**src/rtl/decrement_module.sv**
```systemverilog
// Combinational decrement stage: out = in - 1 via in + all-ones.
// carry_out is 1 for any nonzero input and 0 only when in == 0.
module decrement_module #(
    parameter int unsigned WIDTH = 20
) (
    input  logic [WIDTH-1:0] in,
    output logic [WIDTH-1:0] out,
    output logic             carry_out
);

    // Adding all-ones subtracts one; the carry marks a nonzero input.
    always_comb begin
        {carry_out, out} = {1'b0, in} + {1'b0, {WIDTH{1'b1}}};
    end

endmodule

```
**src/rtl/loop_counter.sv**
```systemverilog
// Loadable down-counter with a programmable tick rate and a done handshake.
// Wraps decrement_module; used for loop instructions and timed waits.
module loop_counter #(
    parameter int unsigned WIDTH    = 20,
    parameter int unsigned PRESCALE = 1
) (
    input  logic             clk,
    input  logic             rst,
    input  logic             load,
    input  logic [WIDTH-1:0] load_value,
    input  logic             start,
    input  logic             abort,
    output logic [WIDTH-1:0] count,
    output logic             busy,
    output logic             done,
    output logic             zero
);

    localparam int unsigned PW = (PRESCALE > 1) ? $clog2(PRESCALE) : 1;
    localparam logic [PW-1:0] PRE_LAST = PW'(PRESCALE - 1);

    typedef enum logic [1:0] {
        IDLE = 2'd0,
        RUN  = 2'd1,
        DONE = 2'd2
    } state_t;

    state_t            state, state_n;
    logic [WIDTH-1:0]  count_n;
    logic [PW-1:0]     pre, pre_n;
    logic [WIDTH-1:0]  dec_out;
    logic              dec_carry;
    logic [WIDTH-1:0]  eff_value;
    logic              tick;

    decrement_module #(.WIDTH(WIDTH)) u_dec (
        .in        (count),
        .out       (dec_out),
        .carry_out (dec_carry)
    );

    // State, count and prescale registers.
    always_ff @(posedge clk or posedge rst) begin
        if (rst) begin
            state <= IDLE;
            count <= '0;
            pre   <= '0;
        end else begin
            state <= state_n;
            count <= count_n;
            pre   <= pre_n;
        end
    end

    // Next-state, next-count and prescale logic.
    always_comb begin
        state_n   = state;
        count_n   = count;
        pre_n     = pre;
        eff_value = load ? load_value : count;
        tick      = (pre == PRE_LAST);
        unique case (state)
            IDLE: begin
                if (load) count_n = load_value;
                if (start) begin
                    if (eff_value != '0) begin
                        state_n = RUN;
                        pre_n   = '0;
                    end else begin
                        state_n = DONE;
                    end
                end
            end
            RUN: begin
                if (abort) begin
                    // Abort beats a coincident tick: count stays frozen.
                    state_n = IDLE;
                    pre_n   = '0;
                end else if (tick) begin
                    pre_n = '0;
                    // A zero count never reaches a tick; treat it as terminal.
                    if (dec_carry) count_n = dec_out;
                    if (!dec_carry || dec_out == '0) state_n = DONE;
                end else begin
                    pre_n = pre + PW'(1);
                end
            end
            DONE: begin
                state_n = IDLE;
            end
            default: begin
                state_n = IDLE;
            end
        endcase
    end

    // Status decoded directly from the state and count registers.
    assign busy = (state == RUN);
    assign done = (state == DONE);
    assign zero = (count == '0);

endmodule

```
**config.mk**
```make
export PLATFORM = sky130hd
export DESIGN_NAME = loop_counter
export DESIGN_NICKNAME = d
export VERILOG_FILES = /design/src/rtl/decrement_module.sv /design/src/rtl/loop_counter.sv
export SDC_FILE = /design/constraint.sdc
export NUM_CORES = 1
export LEC_CHECK = 0
export BUFFER_PORTS_ARGS = -buffer_cell sky130_fd_sc_hd__buf_2
export CORE_ASPECT_RATIO = 1.25
export CORE_MARGIN = 10
export CORE_UTILIZATION = 49
export DETAILED_ROUTE_END_ITERATION = 8
export GPL_TIMING_DRIVEN = 0
export PLACE_DENSITY = 0.82
export SYNTH_ARGS = -nofsm -noshare
export SYNTH_HDL_FRONTEND = slang
export SYNTH_SLANG_ARGS = --single-unit
export TNS_END_PERCENT = 1
```
**constraint.sdc**
```tcl
create_clock -name clk -period 2.4 [get_ports clk]
set_input_delay 0.36 -clock clk [delete_from_list [all_inputs] [get_ports clk]]
set_output_delay 0.36 -clock clk [all_outputs]
set_load 0.01 [all_outputs]
```
==> metrics.md, run 1 <==
| Metric | Value |
|---|---|
| Synth Area per Inst | roughly 8 sq um |
| Nets@finish | approximately 350 |
| Synthesized area | 2020 sq um |
| Worst setup margin | -0.107 ns |
| Clock transition at path regs | 0.09 ns |
| Rel. slew slack | about 39% |
| # diodes | 0 |
| Final setup fails | 3 |
| Sequential area share after synthesis | 27.3% |
| P_leak | around 0.0010 uW |
| Initial DRT Pass Iterations | 6 |
| Slew @ Worst Pin | about 0.91 ns |
| Initial antenna violation count | 0 |
| Hold Crit Class | input port to async pin |
| CTS Root Cell | clkbuf_8 |
| WL per Instance | approximately 20 microns |
| Vias in the first global route | ~2300 |
| CP startpoint kind | register |
| CP top delay family | simple AND/OR/NAND/NOR gates |
| Top cells by area, synth | dfrtp_1 27%, a21oi_1 6.7%, nor2_1 3.9%, nor3_1 3.5%, xnor2_1 3.5% |
| Post-route cell area | 2620 sq um |
| Post-synthesis cell count | roughly 250 |
| Synth unique cells | 55 |
| Row cnt | 26 |
| Crit share post-route | 104% |
| Largest net degree at the start of global routing | 23 |
| Max-cap viol count | 0 |
| Final Max Tran Viols | 0 |
| WP data required | ~2.6 ns |
| Post-synth EDFFs | 0 |
| Min cycle time layout | 2.51 ns |
| H-tree depth | 1 |
| Die Y | between 90 and 100 microns |
| DIE AREA | between 7000 and 8000 sq um |
| Reg2reg setup slack | -0.11 ns |
| RSZ-0062 raised after global routing | true |
| CTS Buffer Depth | 2 |
| Antenna viol nets, final | 0 |
| Failing checks | setup timing |
| Final wirelength | roughly 7500 microns |
| Global route overflow | 0 |
| Num ports | 48 |
| Critical path type | register to register |
| Fmax | 399 MHz |
| Slowest-stage cell, CP | or4_4 |
| #FFs+latches synth | 22 |
| Sequential cell area | 551 sq um |
| Final Skew | 0.00288 ns |
| Post-synth ARST share | 100% |
| Crit path buf inv count | 3 |
| IO buf count | 47 |
| Worst skew pair latency | approximately 0.27 ns |
| CTS tree | done |
| Via count | approximately 2400 |
| Initial Util | 50.0% |
| Post-detail-place hpwl | around 5300 microns |
| Final Hold Vio Count | 0 |
| YS warnings | 0 |
| 1st-iter DRT viols | between 300 and 400 |
| Core area | approximately 4000 sq um |
| Total CTS buffers | 3 |
| Clock tree sinks | 22 |
| Area post-placement | 2350 sq um |
| RD Place Congestion | roughly 0.96 |
| Worst-path cell chain | buf_6 -> nor4_4 -> buf_4 -> nand4_1 -> or2_4 -> clkbuf_8 -> xnor2_1 -> or4_4 -> a211oi_2 |
| First-pass GRT wire length | between 10000 and 15000 microns |
| Die W | roughly 77 microns |
| Post-Syn Nets | between 200 and 300 |
| CP max stage delay | 0.46 ns |
| Number of vias per cell | 6.54 |
| Drt drc | 0 |
| Most used DFF post-synth | dfrtp_1 |
| Share of the synthesized area in the top cell type | between 20% and 30% |
| Pwr Density | about 1200 nW/um^2 |
| Crit path max fanout | 5 |
| # fillers | ~380 |
| Layout area overhead | 30.1% |
| Layout cell share with drive strength beyond 1 | about 34% |
| Largest area contributor in the synthesized netlist | dfrtp_1 |
| Crit path capture type | register |
| Core Util, Final | about two thirds |
| Status | finished with violations |
| Maximum vdd drop | about 0.63 mV |
| Worst EP arrival | about 2.7 ns |
| # hold bufs at CTS | 0 |
| Total Routing Usage GR | just over 20% |
| Multi-input logic area | between 1000 and 1500 sq um |
-- metrics by stage --
stage	setup slack, ns	TNS [ns]	instances	hold slack [ns]	total power [uW]
after global routing	-0.149	-0.474	373	0.342	3220
after CTS	-0.0856	-0.294	370	0.296	2910
after floorplan	-0.0855	-0.186	252	0.349	1940
after global placement	-0.343	-4.16	355	0.579	2470
after detailed placement	-0.349	-4.10	355	0.592	2500
final	-0.107	-0.274	373	0.270	3040
-- report_power, final --
group | switching [uW] | internal, uW
clock | 143 | 147
combinational | 1090 | 817
sequential | 303 | 542
total | 1540 | 1510
-- Yosys cell counts (2+ instances only) --
master / count
a21oi_1: 27
nand3_1: 8
clkbuf_1: 9
or4_1: 2
nand2b_1: 4
a21o_1: 2
dfrtp_1: 22
o31ai_1: 3
nor3_1: 14
o22a_1: 5
buf_1: 2
nand4_1: 3
or4_2: 2
buf_6: 4
nor2b_1: 2
or3_1: 2
a22o_1: 3
nor4b_1: 5
o21ai_0: 12
or3_4: 2
and3_1: 2
nand3b_1: 2
or2_2: 4
inv_1: 10
ha_1: 3
nor4_1: 10
nand2_1: 12
a211oi_2: 2
buf_2: 5
xnor2_1: 8
o22ai_1: 9
nor4_4: 2
a31oi_1: 7
nor2_1: 21
o32ai_1: 2
-- what timing repair did --
action / CTS / global route
resized for setup: 10 / 18
endpoints found under the setup margin: 21 / 18
gates cloned: 0 / 0
pin swaps: 9 / 10
buffers inserted: 11 / 5
-- logic make-up after synthesis --
group	count (synthesis)	share of synthesized area (%)
DFF	22	27.3
AOI/OAI and AO/OA	83	28.1
and+or+nand+nor	102	30.5
muxes	1	0.497
xor gates and xnor gates	9	3.91
buffers and inverters	32	7.82
adders and majority gates	3	1.86
-- path summary, 6_finish.rpt --
kind	to	startpoint	depth (start not counted)
worst max register to register	state[1]$_DFFE_PP0P_	count[3]$_DFFE_PP0P_	9
worst min register to register	count[4]$_DFFE_PP0P_	count[4]$_DFFE_PP0P_	2
worst max-delay path	state[1]$_DFFE_PP0P_	count[3]$_DFFE_PP0P_	9
worst min-delay path	count[10]$_DFFE_PP0P_	rst	2
min in group clk	state[0]$_DFFE_PP0P_	start	3
max in group asynchronous	count[17]$_DFFE_PP0P_	rst	2
-- state kept, by name (all words and copies together), names as in the netlist --
signal	count
count	20
state	2
-- metal layers --
metal	global-route usage (%)	vias to the layer above	routed length, microns
li1	-	1084	-
met1	23.7	1143	2790
met2	33.9	182	3700
met3	3.71	31	710
met4	10.8	0	286
met5	0	-	0
-- layout make-up --
cell class,instances,area share (%)
Multi-Input combinational cell,198,53.1
Sequential cell,22,21.0
Timing Repair Buffer,63,14.8
Buffer,19,4.68
Tap cell,56,2.67
Clock buffer,4,2.10
Inverter,11,1.57
-- cells in the final DEF (no fill, tap or decap), types with 8 or more instances in the layout --
master,count
nor4_1,8
inv_1,10
o21ai_0,10
dfrtp_1,22
nor3_1,13
nand2_1,12
clkbuf_1,8
buf_6,8
o22ai_1,9
nand3_1,8
buf_2,48
buf_4,12
a21oi_1,25
nor2_1,19
xnor2_1,8
(Power assumes the default switching activity.)
==> run 2: changes to the inputs <==
--- a/config.mk
+++ b/config.mk
@@ -12,6 +12,8 @@
 export DETAILED_ROUTE_END_ITERATION = 8
 export GPL_TIMING_DRIVEN = 0
 export PLACE_DENSITY = 0.82
+export SETUP_SLACK_MARGIN = 0.1
+export SKIP_CTS_REPAIR_TIMING = 1
 export SYNTH_ARGS = -nofsm -noshare
 export SYNTH_HDL_FRONTEND = slang
 export SYNTH_SLANG_ARGS = --single-unit
==> run 2 against run 1 <==
The run still ends with setup timing left. Largest power group unchanged. Clock skew barely moved. Global-route usage decreased by 0.86 points. Non-clock buffer count is 3 lower. Largest cell class unchanged. Worst setup slack better by 0.031 ns. Critical path depth is the same. Wire length decreased by 2.2%.
==> metrics.md, run 2 (synthesis results as in run 1) <==
| Metric | Value |
|---|---|
| Total CTS buffers | 3 (unchanged) |
| CP max stage delay | 0.45 ns (about the same) |
| # fillers | 396 (+5.3%) |
| Max-cap viol count | 0 (unchanged) |
| Crit path buf inv count | 3 (unchanged) |
| Drt drc | 0 (unchanged) |
| CP top delay family | simple AND/OR/NAND/NOR gates |
| Clock transition at path regs | 0.09 ns (about the same) |
| Worst skew pair latency | 0.27 ns (about the same) |
| Reg2reg setup slack | -0.08 ns (+0.03 ns) |
| Fmax | 404 MHz (+1.3%) |
| Leading cell type in the layout, fill and taps excluded | buf_2 |
| IO buf count | 47 (unchanged) |
| Row cnt | 26 (unchanged) |
| First-pass GRT wire length | 11300 microns (-4.5%) |
| Worst-path cell chain | buf_6 -> nor4_4 -> buf_4 -> nand4_1 -> or2_4 -> clkbuf_8 -> xnor2_1 -> or4_4 -> o2bb2ai_1 |
| Sequential cell area | 553 sq um (+0.45%) |
| Final Hold Vio Count | 0 (unchanged) |
| Area post-placement | 2350 sq um (unchanged) |
| Slowest-stage cell, CP | or4_4 |
| Critical path type | register to register |
| Num ports | 48 (unchanged) |
| Clock tree sinks | 22 (unchanged) |
| Total Routing Usage GR | 19.3% (-0.86 points) |
| Cells on worst reg2reg path | 9 (unchanged) |
| Multi-input logic area | 1360 sq um (-2.8%) |
| WL per Instance | 19.8 microns (-1.4%) |
| Initial antenna violation count | 0 (unchanged) |
| DIE AREA | 7100 sq um (unchanged) |
| Largest net degree at the start of global routing | 23 (unchanged) |
| Crit path max fanout | 10 (+5) |
| CP Capture Point | state[0]$_DFFE_PP0P_ |
| RD Place Congestion | 0.961 (unchanged) |
| Worst reg2reg path endpoint | state[0]$_DFFE_PP0P_ |
| Rel. slew slack | 39.0% (-0.095 points) |
| Via count | 2382 (-2.4%) |
| Maximum vdd drop | 0.633 mV (about the same) |
| Status | finished with violations |
| Pwr Density | 1150 nW/um^2 (-1.1%) |
| Failing checks | setup timing |
| Global route overflow | 0 (unchanged) |
| Number of vias per cell | 6.44 (-1.6%) |
| Beginning of the critical path | count[2]$_DFFE_PP0P_ |
| Critical Path Stages | 9 (unchanged) |
| CTS Buffer Depth | 2 (unchanged) |
| Initial Util | 50.0% (unchanged) |
| Antenna viol nets, final | 0 (unchanged) |
| Worst EP arrival | 2.62 ns (-0.08 ns) |
| P_leak | 0.00101 uW (-1.4%) |
| Min cycle time layout | 2.48 ns (-0.0314 ns) |
| RR Startpoint | count[2]$_DFFE_PP0P_ |
| 1st-iter DRT viols | 322 (-5.3%) |
| Die W | 77.4 microns (unchanged) |
| CTS tree | done |
| Final Skew | 0.00326 ns (+0.000381 ns) |
| RSZ-0062 raised after global routing | true |
| Crit share post-route | 103% (-1.3 points) |
| Number of flip-flops under the largest register name | 20 (unchanged) |
| # diodes | 0 (unchanged) |
| Final setup fails | 3 (unchanged) |
| Post-detail-place hpwl | 5300 microns (unchanged) |
| Biggest register | count |
| Layout cell share with drive strength beyond 1 | 32.2% (-2.2 points) |
| Nets@finish | 343 (-0.87%) |
| Vias in the first global route | 2227 (-3.8%) |
| CTS Root Cell | clkbuf_8 |
| Most frequent cells in the layout | 48 x buf_2, 26 x a21oi_1, 20 x dfrtp_1 |
| WP data required | 2.55 ns (-0.05 ns) |
| Post-Place Setup Slack | -0.349 ns (unchanged) |
| Layout area overhead | 26.4% |
| H-tree depth | 1 (unchanged) |
| Hold Crit Class | input port to async pin |
| Core area | 4030 sq um (unchanged) |
| Worst setup margin | -0.0751 ns (+0.0314 ns) |
| Final wirelength | 7330 microns (-2.2%) |
| CP startpoint kind | register |
| Largest regs | count x20, state x2 |
| Initial DRT Pass Iterations | 5 (-1) |
| Post-route cell area | 2550 sq um (-2.8%) |
| Final Max Tran Viols | 0 (unchanged) |
| Crit path capture type | register |
| Die Y | 91.7 microns (unchanged) |
| Slew @ Worst Pin | 0.915 ns (+0.00143 ns) |
-- run 2: changes by cell type in the layout (fill, tap and decap cells not counted), sizes merged --
| cell | change |
|---|---|
| buf | -4 |
| clkbuf | +1 |
-- run 2: cell type report --
cell class | instances | share of cell area [%]
tap | 56 | 2.75
inverter | 11 | 1.62
clock buffer | 4 | 2.16
multi-input combinational | 198 | 53.2
sequential | 22 | 21.7
timing repair buffer | 58 | 13.0
buffer | 21 | 5.65
-- run 2: worst min-delay path by stage --
stage / from / endpoint / slack (ns) / depth (start not counted)
global route: rst / count[10]$_DFFE_PP0P_ / 0.34 / 2
detailed placement: rst / count[6]$_DFFE_PP0P_ / 0.59 / 2
global placement: rst / count[6]$_DFFE_PP0P_ / 0.58 / 2
floorplan: rst / count[0]$_DFFE_PP0P_ / 0.35 / 1
CTS: rst / count[6]$_DFFE_PP0P_ / 0.30 / 2
finish: rst / count[10]$_DFFE_PP0P_ / 0.27 / 2
-- run 2: report_power, final --
part | total [uW] | internal (uW) | switching, uW
clock network | 288 | 147 | 141
registers | 834 | 545 | 288
logic | 1800 | 749 | 1060
total | 2930 | 1440 | 1480
-- run 2: through the flow --
stage	setup TNS [ns]	utilization [%]	cells	hold WS (ns)	power, uW
2_1_floorplan	-0.186	-	252	0.349	1940
3_3_place_gp	-4.16	58.2	355	0.579	2470
3_5_place_dp	-4.10	58.2	355	0.592	2500
4_1_cts	-4.77	59.5	359	0.296	2790
5_1_grt	-0.595	63.2	370	0.342	3110
6_report	-0.193	63.2	370	0.273	2930
-- run 2: per-layer routing --
| layer | vias up | wire length [microns] | track usage [%] | share of wire, % |
|---|---|---|---|---|
| met4 | 0 | 344 | 9.76 | 4.7 |
| li1 | 1075 | - | - | - |
| met3 | 37 | 713 | 4.10 | 9.7 |
| met1 | 1106 | 2700 | 22.6 | 37 |
| met5 | - | 0 | 0 | 0 |
| met2 | 164 | 3570 | 32.3 | 49 |
==> run 3: changes to the inputs <==
--- a/config.mk
+++ b/config.mk
@@ -12,6 +12,7 @@
 export DETAILED_ROUTE_END_ITERATION = 8
 export GPL_TIMING_DRIVEN = 0
 export PLACE_DENSITY = 0.82
+export REMOVE_ABC_BUFFERS = 1
 export SETUP_SLACK_MARGIN = 0.1
 export SKIP_CTS_REPAIR_TIMING = 1
 export SYNTH_ARGS = -nofsm -noshare
==> run 3 against run 2 <==
The run still ends with setup timing left. Critical path type is now register to output pin. Sequential cell count unchanged. Critical path depth down 3. Total power up 0.52%. Non-clock buffer count down 8. First-iteration DRC count up 7.8%. Final area down 0.88%. Count of clock-buffer cells in the layout unchanged. Via count down 1.1%.
==> metrics.md, run 3 (synthesis results as in run 1) <==
| Metric | Value |
|---|---|
| Row cnt | 26 (unchanged) |
| RD Place Congestion | 0.959 (-0.20%) |
| Post-Place Setup Slack | -0.476 ns (-0.127 ns) |
| Worst skew pair latency | 0.27 ns (about the same) |
| Biggest register | count |
| Area post-placement | 2200 sq um (-6.0%) |
| Crit share post-route | 105% (+1.9 points) |
| Failing checks | setup timing |
| Crit path max fanout | 7 (-3) |
| Largest net degree at the start of global routing | 35 (+52%) |
| Initial DRT Pass Iterations | 5 (unchanged) |
| Final Max Tran Viols | 0 (unchanged) |
| Final wirelength | 7150 microns (-2.4%) |
| Drt drc | 0 (unchanged) |
| Final Hold Vio Count | 0 (unchanged) |
| Antenna viol nets, final | 0 (unchanged) |
| P_leak | 0.000977 uW (-3.1%) |
| Hold Crit Class | input port to async pin |
| Number of flip-flops under the largest register name | 20 (unchanged) |
| Rel. slew slack | 41.1% (+2.2 points) |
| Post-detail-place hpwl | 4830 microns (-9.0%) |
| CP startpoint kind | register |
| Status | finished with violations |
| RR Startpoint | count[11]$_DFFE_PP0P_ |
| Post-route cell area | 2530 sq um (-0.88%) |
| Critical path type | register to output pin |
| Die Y | 91.7 microns (unchanged) |
| CTS Buffer Depth | 2 (unchanged) |
| CTS Root Cell | clkbuf_8 |
| Fmax | 397 MHz (-1.8%) |
| Vias in the first global route | 2227 (unchanged) |
| Leading cell type in the layout, fill and taps excluded | buf_2 |
| Final Skew | 0.00740 ns (+0.00414 ns) |
| Most frequent cells in the layout | 46 x buf_2, 26 x a21oi_1, 21 x buf_4 |
| CTS tree | done |
| Pwr Density | 1160 nW/um^2 (+1.4%) |
| IO buf count | 47 (unchanged) |
| Via count | 2355 (-1.1%) |
| Worst reg2reg path endpoint | state[1]$_DFFE_PP0P_ |
| Total Routing Usage GR | 18.3% (-0.95 points) |
| Cells on worst reg2reg path | 7 (-2) |
| First-pass GRT wire length | 10900 microns (-4.1%) |
| Total CTS buffers | 3 (unchanged) |
| Number of vias per cell | 6.51 (+1.1%) |
| Final setup fails | 9 (+6) |
| Beginning of the critical path | count[12]$_DFFE_PP0P_ |
| Crit path capture type | output pin |
| Worst EP arrival | 2.16 ns (-0.46 ns) |
| Placed Cells | 334 (-5.9%) |
| Layout cell share with drive strength beyond 1 | 37.9% (+5.7 points) |
| Clock tree sinks | 22 (unchanged) |
| Non-Filler Instances | 362 (-2.2%) |
| Global route overflow | 0 (unchanged) |
| Nets@finish | 335 (-2.3%) |
| Clock transition at path regs | 0.09 ns (about the same) |
| Core area | 4030 sq um (unchanged) |
| Initial antenna violation count | 0 (unchanged) |
| Final hold slack | 0.252 ns (-0.0207 ns) |
| H-tree depth | 1 (unchanged) |
| WP data required | 2.04 ns (-0.51 ns) |
| # diodes | 0 (unchanged) |
| Worst setup margin | -0.120 ns (-0.0445 ns) |
| Num ports | 48 (unchanged) |
| 1st-iter DRT viols | 347 (+7.8%) |
| Initial Util | 50.0% (unchanged) |
| Die W | 77.4 microns (unchanged) |
| Reg2reg setup slack | -0.10 ns (-0.02 ns) |
| Layout area overhead | 25.3% |
| RSZ-0062 raised after global routing | true |
| WL per Instance | 19.8 microns (-0.22%) |
| Slew @ Worst Pin | 0.882 ns (-0.0323 ns) |
| DIE AREA | 7100 sq um (unchanged) |
| Maximum vdd drop | 0.534 mV (-16%) |
| Largest regs | count x20, state x2 |
| Min cycle time layout | 2.52 ns (+0.0445 ns) |
| Max-cap viol count | 0 (unchanged) |
==> run 3: worst max-delay path, cell delays in order, from the launching register on <==
cell     delay, ns
dfrtp_2       0.46
or4_4         0.59
nor4_4        0.27
buf_4         0.19
buf_6         0.10
and3_4        0.17
buf_6         0.10
==> run 3: power breakdown <==
group	internal [uW]	leakage, uW	total, uW	switching (uW)
registers	558	0.000247	1030	476
logic	753	0.000701	1630	875
clock network	147	0.0000288	279	132
total	1460	0.000977	2940	1480
==> run 3: final cells by class <==
type                            count  area, sq um
Clock buffer                        4         55.1
Fill cell                         388         1510
Inverter                           11         45.0
Multi-Input combinational cell    198         1370
Sequential cell                    22          564
Tap cell                           56         70.1
Timing Repair Buffer               71          427
==> run 3: how the worst max path moves through the flow <==
stage	to	slack, ns	cells past startpoint
floorplan	state[1]$_DFFE_PP0P_	-0.15	6
global placement	state[1]$_DFFE_PP0P_	-0.45	6
detailed placement	state[1]$_DFFE_PP0P_	-0.48	6
CTS	state[1]$_DFFE_PP0P_	-0.52	6
global route	count[0]$_DFFE_PP0P_	-0.15	7
finish	zero	-0.12	6
==> run 3: layer usage <==
metal | vias up | global-route usage (%) | part of all wire (%)
met3 | 22 | 3.71 | 8.6
met4 | 0 | 7.47 | 2.7
li1 | 1054 | - | -
met2 | 149 | 31.0 | 50
met5 | - | 0 | 0
met1 | 1130 | 22.1 | 39
==> run 3: stage by stage <==
step                      util [%]  total power (uW)  TNS, ns
after global routing          62.6              3150    -1.30
after floorplan                  -              1790   -0.260
after CTS                     56.0              2600    -5.96
after global placement        54.7              2280    -4.35
after detailed placement      54.7              2320    -5.09
final                         62.6              2940   -0.596
